**src/rtl/regfile_wr_sched_if.sv**
```systemverilog
`default_nettype none
// ============================================================================
// Module   : regfile_wr_sched_if
// Purpose  : Request/response bundle between the writeback stage, the load
//            return path, the register file write port and the scheduler.
// Revision : 1.0 - initial release
// ============================================================================
interface regfile_wr_sched_if #(
  parameter int ADDR_SIZE  = 5,
  parameter int DATA_WIDTH = 32
);
  // Pipeline writeback requester
  logic                  wb_valid;
  logic [ADDR_SIZE-1:0]  wb_addr;
  logic [DATA_WIDTH-1:0] wb_data;
  logic                  wb_stall;
  // Load / long-op return requester
  logic                  ld_valid;
  logic [ADDR_SIZE-1:0]  ld_addr;
  logic [DATA_WIDTH-1:0] ld_data;
  logic                  ld_ready;
  // Register file write port (WE3/WA3/WD3)
  logic                  rf_we;
  logic [ADDR_SIZE-1:0]  rf_wa;
  logic [DATA_WIDTH-1:0] rf_wd;
  logic                  init_busy;

  // Scheduler side
  modport slave (
    input  wb_valid, wb_addr, wb_data, ld_valid, ld_addr, ld_data,
    output wb_stall, ld_ready, rf_we, rf_wa, rf_wd, init_busy
  );

  // Requester / register-file side
  modport master (
    output wb_valid, wb_addr, wb_data, ld_valid, ld_addr, ld_data,
    input  wb_stall, ld_ready, rf_we, rf_wa, rf_wd, init_busy
  );
endinterface
`default_nettype wire

```
**src/rtl/regfile_wr_sched.sv**
```systemverilog
`default_nettype none
// ============================================================================
// Module   : regfile_wr_sched
// Purpose  : Single write-port scheduler for the register file. Clears
//            registers 1..N-1 after reset, then arbitrates writeback (priority)
//            against the load return path with an anti-starvation counter.
// Revision : 1.0 - initial release
// ============================================================================
module regfile_wr_sched #(
  parameter int                    ADDR_SIZE    = 5,
  parameter int                    DATA_WIDTH   = 32,
  parameter logic [DATA_WIDTH-1:0] INIT_VALUE   = '0,
  parameter int                    STARVE_LIMIT = 4
) (
  input  logic               CLK,
  input  logic               rst,
  regfile_wr_sched_if.slave  bus
);

  localparam logic [0:0]           ST_INIT    = 1'b0;
  localparam logic [0:0]           ST_RUN     = 1'b1;
  localparam logic [3:0]           STARVE_MAX = 4'(STARVE_LIMIT);
  localparam logic [ADDR_SIZE-1:0] PTR_LAST   = {ADDR_SIZE{1'b1}};

  logic [0:0]            state_q,      state_d;
  logic [ADDR_SIZE-1:0]  init_ptr_q,   init_ptr_d;
  logic [3:0]            starve_cnt_q, starve_cnt_d;
  logic                  rf_we_q,      rf_we_d;
  logic [ADDR_SIZE-1:0]  rf_wa_q,      rf_wa_d;
  logic [DATA_WIDTH-1:0] rf_wd_q,      rf_wd_d;

  logic wb_stall_c;
  logic ld_ready_c;
  logic init_busy_c;
  logic wb_accept;
  logic ld_accept;

  // State register: sequencer state, clear pointer, starvation count, write port
  always_ff @(posedge CLK) begin
    if (!rst) begin
      state_q      <= ST_INIT;
      init_ptr_q   <= ADDR_SIZE'(1);
      starve_cnt_q <= '0;
      rf_we_q      <= 1'b0;
      rf_wa_q      <= '0;
      rf_wd_q      <= '0;
    end else begin
      state_q      <= state_d;
      init_ptr_q   <= init_ptr_d;
      starve_cnt_q <= starve_cnt_d;
      rf_we_q      <= rf_we_d;
      rf_wa_q      <= rf_wa_d;
      rf_wd_q      <= rf_wd_d;
    end
  end

  // Handshake outputs: blocked during reset and INIT, otherwise arbitrate on starvation
  always_comb begin
    wb_stall_c  = 1'b1;
    ld_ready_c  = 1'b0;
    init_busy_c = 1'b1;
    if (rst && (state_q == ST_RUN)) begin
      init_busy_c = 1'b0;
      if (starve_cnt_q == STARVE_MAX) begin
        ld_ready_c = 1'b1;
        wb_stall_c = bus.ld_valid;
      end else begin
        wb_stall_c = 1'b0;
        ld_ready_c = !bus.wb_valid;
      end
    end
    wb_accept = bus.wb_valid && !wb_stall_c;
    ld_accept = bus.ld_valid && ld_ready_c;
  end

  // Next state: clear sequence in INIT, one accepted request per cycle in RUN
  always_comb begin
    state_d      = state_q;
    init_ptr_d   = init_ptr_q;
    starve_cnt_d = starve_cnt_q;
    rf_we_d      = 1'b0;
    rf_wa_d      = rf_wa_q;
    rf_wd_d      = rf_wd_q;
    case (state_q)
      ST_INIT: begin
        rf_we_d    = 1'b1;
        rf_wa_d    = init_ptr_q;
        rf_wd_d    = INIT_VALUE;
        init_ptr_d = init_ptr_q + ADDR_SIZE'(1);
        if (init_ptr_q == PTR_LAST) begin
          state_d = ST_RUN;
        end
      end
      ST_RUN: begin
        // Address 0 completes the handshake but never reaches the file
        if (wb_accept) begin
          rf_we_d = |bus.wb_addr;
          if (|bus.wb_addr) begin
            rf_wa_d = bus.wb_addr;
            rf_wd_d = bus.wb_data;
          end
        end else if (ld_accept) begin
          rf_we_d = |bus.ld_addr;
          if (|bus.ld_addr) begin
            rf_wa_d = bus.ld_addr;
            rf_wd_d = bus.ld_data;
          end
        end
        if (ld_accept) begin
          starve_cnt_d = '0;
        end else if (bus.ld_valid && (starve_cnt_q != STARVE_MAX)) begin
          starve_cnt_d = starve_cnt_q + 4'd1;
        end
      end
      default: state_d = ST_INIT;
    endcase
  end

  assign bus.wb_stall  = wb_stall_c;
  assign bus.ld_ready  = ld_ready_c;
  assign bus.init_busy = init_busy_c;
  assign bus.rf_we     = rf_we_q;
  assign bus.rf_wa     = rf_wa_q;
  assign bus.rf_wd     = rf_wd_q;

endmodule
`default_nettype wire

```
**src/flat_wrapper.sv**
```systemverilog
// flat-port wrapper written by rule: the top's interface ports become plain ports
module regfile_wr_sched_flat 
#(
  parameter int                    ADDR_SIZE    = 5,
  parameter int                    DATA_WIDTH   = 32,
  parameter logic [DATA_WIDTH-1:0] INIT_VALUE   = '0,
  parameter int                    STARVE_LIMIT = 4
)
  (CLK, rst, bus_wb_valid, bus_wb_addr, bus_wb_data, bus_ld_valid, bus_ld_addr, bus_ld_data, bus_wb_stall, bus_ld_ready, bus_rf_we, bus_rf_wa, bus_rf_wd, bus_init_busy);
  regfile_wr_sched_if #(.ADDR_SIZE(ADDR_SIZE), .DATA_WIDTH(DATA_WIDTH)) bus_i ();
  input  logic CLK;
  input  logic rst;
  input wire logic [$bits(bus_i.wb_valid)-1:0] bus_wb_valid;
  input wire logic [$bits(bus_i.wb_addr)-1:0] bus_wb_addr;
  input wire logic [$bits(bus_i.wb_data)-1:0] bus_wb_data;
  input wire logic [$bits(bus_i.ld_valid)-1:0] bus_ld_valid;
  input wire logic [$bits(bus_i.ld_addr)-1:0] bus_ld_addr;
  input wire logic [$bits(bus_i.ld_data)-1:0] bus_ld_data;
  output wire logic [$bits(bus_i.wb_stall)-1:0] bus_wb_stall;
  output wire logic [$bits(bus_i.ld_ready)-1:0] bus_ld_ready;
  output wire logic [$bits(bus_i.rf_we)-1:0] bus_rf_we;
  output wire logic [$bits(bus_i.rf_wa)-1:0] bus_rf_wa;
  output wire logic [$bits(bus_i.rf_wd)-1:0] bus_rf_wd;
  output wire logic [$bits(bus_i.init_busy)-1:0] bus_init_busy;
  assign bus_i.wb_valid = bus_wb_valid;
  assign bus_i.wb_addr = bus_wb_addr;
  assign bus_i.wb_data = bus_wb_data;
  assign bus_i.ld_valid = bus_ld_valid;
  assign bus_i.ld_addr = bus_ld_addr;
  assign bus_i.ld_data = bus_ld_data;
  assign bus_wb_stall = bus_i.wb_stall;
  assign bus_ld_ready = bus_i.ld_ready;
  assign bus_rf_we = bus_i.rf_we;
  assign bus_rf_wa = bus_i.rf_wa;
  assign bus_rf_wd = bus_i.rf_wd;
  assign bus_init_busy = bus_i.init_busy;
  regfile_wr_sched #(.ADDR_SIZE(ADDR_SIZE), .DATA_WIDTH(DATA_WIDTH), .INIT_VALUE(INIT_VALUE), .STARVE_LIMIT(STARVE_LIMIT)) u_core (.CLK(CLK), .rst(rst), .bus(bus_i));
endmodule
```
**config.mk**
```make
export PLATFORM = sky130hd
export DESIGN_NAME = regfile_wr_sched_flat
export DESIGN_NICKNAME = d
export VERILOG_FILES = /design/src/rtl/regfile_wr_sched_if.sv /design/src/rtl/regfile_wr_sched.sv /design/src/flat_wrapper.sv
export SDC_FILE = /design/constraint.sdc
export NUM_CORES = 1
export LEC_CHECK = 0
export ABC_AREA = 1
export ABC_CLOCK_PERIOD_IN_PS = 2600
export BUFFER_PORTS_ARGS = -buffer_cell sky130_fd_sc_hd__buf_2
export CAP_MARGIN = 25
export CORE_MARGIN = 3
export CORE_UTILIZATION = 38
export CTS_CLUSTER_DIAMETER = 60
export DETAILED_ROUTE_END_ITERATION = 6
export PLACE_DENSITY_LB_ADDON = 0.08
export SYNTH_ARGS = -nofsm -noshare
export SYNTH_HDL_FRONTEND = slang
export SYNTH_SLANG_ARGS = --single-unit
```
**constraint.sdc**
```tcl
create_clock -name CLK -period 2.6 [get_ports CLK]
set_input_delay 0.13 -clock CLK [delete_from_list [all_inputs] [get_ports CLK]]
set_output_delay 0.13 -clock CLK [all_outputs]
set_load 0.01 [all_outputs]
```
==> flow_summary_export.csv <==
group,metric,value,unit
die,die_w,98.8,um
power,combPwrFrac,12.8,%
synth,synth_most_common_cell,"nand2_1",
synth,synth_cell_type_count,23,
sta,relSlewSlack,44.2,%
clock_network,cts_setup_buffers,0,
grt,grt_first_pass_wirelength,15.3,mm
power,seq_power_share,54.0,%
sta,rsz0062_at_grt,"no",
place,dp_hpwl,6.21,mm
sta,hold_slack,78.7,ps
setup_path,path_class,"reg -> reg",
grt,grt_max_degree,46,
layout,num-nets-final,747,
place,dp.cells,763,
synth,syn_area_per_cell,5.76,um^2
sta,drv_slew,0,
setup_path,end_kind,"flip-flop",
job,drv_cap,0,
sta,finalSetupTns,0,ps
grt,grt-ovfl-total,0,
die,core.rowCount,33,
synth,yosysWarnings,0,
clock_network,cts_inserted_buffers,5,
clock_network,cts_root_buf,"clkbuf_8",
sta,tightest_slew,836,ps
place,placed_area,3830,um^2
grt,antenna_found_initial,0,
hold_path,min_path_cells,3,
detailed_routing,wl_per_cell,11.7,um
layout,stdcell_area,3920,um^2
clock_network,clkLatencyLatePin,300,ps
setup_path,crit_fanout,37,
synth,yosysTopAreaCellShare,29.4,%
setup_path,start_kind,"flip-flop",
place,gp_congestion,0.813,
sta,setup_violations,0,
detailed_routing,vias,3553,
synth,synth-simple-area-share,45.4,%
detailed_routing,firstDrtPassIters,4,
power,p_int,1.04,mW
clock_network,cts_buffer_depth,2,
die,fp.coreArea,8300,um^2
clock_network,cts_resized,0,
synth,synthTopCellsByArea,"dfxtp_1 29%, nand2_1 15%, inv_1 14%",
synth,synthMuxAreaShare,0,%
sta,fmax,471,MHz
outcome,run_status,"complete, no violations",
synth,synth_top_family_by_area,"simple AND/OR/NAND/NOR gates",
place,place_ws,497,ps
die,ios,119,
die,die_y,98.8,um
die,die_area,9760,um^2
place,io_buffers,118,
power,power_density,355,nW/um^2
setup_path,arrival,2320,ps
detailed_routing,drc,0,
layout,fillerInstances,915,
sta,post-route-min-period,2130,ps
clock_network,cts_tree,"built",
detailed_routing,drt_iter0_markers,129,
power,switching_share,24.9,%
power,p_switching,0.347,mW
clock_network,htreeDepth,2,
layout,seq_area,961,um^2
hold_path,holdCritPathClass,"in -> reg",
power,vdd_drop_max,0.000221,V
layout,drive_above_1_share,21.2,%
synth,synth-xor-area-share,0.535,%
setup_path,r2r-start,"u_core.starve_cnt_q[0]",
layout,stdcell_count,771,
detailed_routing,drt-total-wl,9.01,mm
layout,multiInputGateArea,1610,um^2
synth,ys_ff_latch,48,
sta,finalWorstSetupSlack,475,ps
synth,async_flop_share,0,%
clock_network,hold_buffers,0,
synth,synthesis.area,3270,um^2
detailed_routing,vias_per_cell,4.61,
synth,synth_fa_ha_area_share,1.53,%
grt,grt.total_usage,18.6,%
power,leakagePower,2.20,nW
synth,syn_inst,568,
synth,synth-edff-count,0,
power,p_clk_share,33.2,%
layout,antennaDiodeCount,0,
synth,netlist_top_cells_count,"130 x nand2_1, 121 x inv_1, 116 x nor2_1, 48 x dfxtp_1, 48 x nand3_1",
clock_network,cts_sinks,48,
synth,synth_top_area_cell,"dfxtp_1",
layout,areaGrowthSynthToFinish,19.8,%
sta,fin_crit_sh,81.7,%
clock_network,clkSlewWorstSetupHoldPaths,90,ps
die,start_util,39.4,%
sta,hold_viol_final,0,
detailed_routing,ant_nets,0,
synth,ys_seq_area_share,29.4,%
setup_path,ff2ff_path_depth,10,
hold_path,hold_start,"rst",
synth,synth-main-ff-cell,"dfxtp_1",
setup_path,crit_start,"u_core.starve_cnt_q[0]",
setup_path,worst_ep_required_time,2800,ps
grt,grt_pass1_vias,3364,
synth,synth_compound_area_share,1.68,%
sta,skew,7.44,ps
synth,synth_nets,650,
## metal layers
metal	vias up	global-route usage, %	share of wire (%)
li1	1893	-	-
met1	1575	23.9	47
met2	79	32.7	47
met3	6	3.26	5.1
met4	0	3.89	0.84
met5	-	0	0
## critical path, stage by stage, from the launching register on
cell and delay (ps):
dfxtp_1 400, inv_1 90, ha_1 220, nand3_1 100, nand2_1 90, nand2_4 110
nor2_2 60, nor2_4 630, nand3_1 160, nand2_1 110, nor2_1 40
## final cells by class
| cell class | instances | share of cell area [%] |
|---|---|---|
| multi-input combinational | 361 | 41.2 |
| sequential | 48 | 24.5 |
| timing repair buffer | 126 | 16.9 |
| inverter | 123 | 11.8 |
| tap | 105 | 3.35 |
| clock buffer | 8 | 2.30 |
## cell usage in the layout, fill, tap and decap left out
cell type | Yosys | final
a21oi_1 | 6 | 6
buf_12 | 0 | 1
buf_2 | 13 | 118
buf_4 | 4 | 7
clkbuf_1 | 8 | 2
clkbuf_8 | 0 | 6
dfxtp_1 | 48 | 48
ha_1 | 4 | 4
inv_1 | 121 | 121
inv_2 | 2 | 2
nand2_1 | 130 | 130
nand2_2 | 1 | 1
nand2_4 | 1 | 1
nand3_1 | 48 | 48
nand3_2 | 1 | 1
nand4_1 | 40 | 40
nor2_1 | 116 | 116
nor2_2 | 3 | 2
nor2_4 | 1 | 2
nor3_1 | 3 | 3
o21ai_0 | 4 | 4
o21ai_1 | 1 | 1
xor2_1 | 2 | 2
## power groups by stage
stage | clock [mW] | combinational [mW] | sequential [mW]
3_3_place_gp | 0 | 0.178 | 0.768
5_1_grt | 0.513 | 0.205 | 0.753
2_1_floorplan | 0 | 0.0972 | 0.770
4_1_cts | 0.482 | 0.181 | 0.751
3_5_place_dp | 0 | 0.179 | 0.768
6_report | 0.462 | 0.178 | 0.751
## metrics by stage
step / power, mW / utilization [%]
6_report: 1.39 / 47.2
5_1_grt: 1.47 / 47.2
4_1_cts: 1.41 / 47.2
3_5_place_dp: 0.948 / 46.2
3_3_place_gp: 0.946 / 46.2
2_1_floorplan: 0.867 / -
## worst paths after layout
path              slack (ps)                     end
setup reg to reg         470     u_core.bus.rf_wd[0]
hold / removal            80          u_core.state_q
hold reg to reg          500  u_core.starve_cnt_q[3]
setup / recovery         470     u_core.bus.rf_wd[0]
## cells by family (layout without fill, tap and decap cells)
kind of cell,count (synthesis),in the layout
adders and majority gates,4,4
and+or+nand+nor,344,344
xor gates and xnor gates,2,2
AOI/OAI and AO/OA,11,11
DFF,48,48
buffers and inverters,159,257
## state kept, by name (all words and copies together), names as in the netlist
name and cells:
u_core.bus.rf_wa 5, u_core.bus.rf_wd 32, u_core.starve_cnt_q 4, u_core.state_q 1, u_core.init_ptr_q 5, u_core.bus.rf_we 1
No activity file was read; power rests on OpenSTA's default activity.
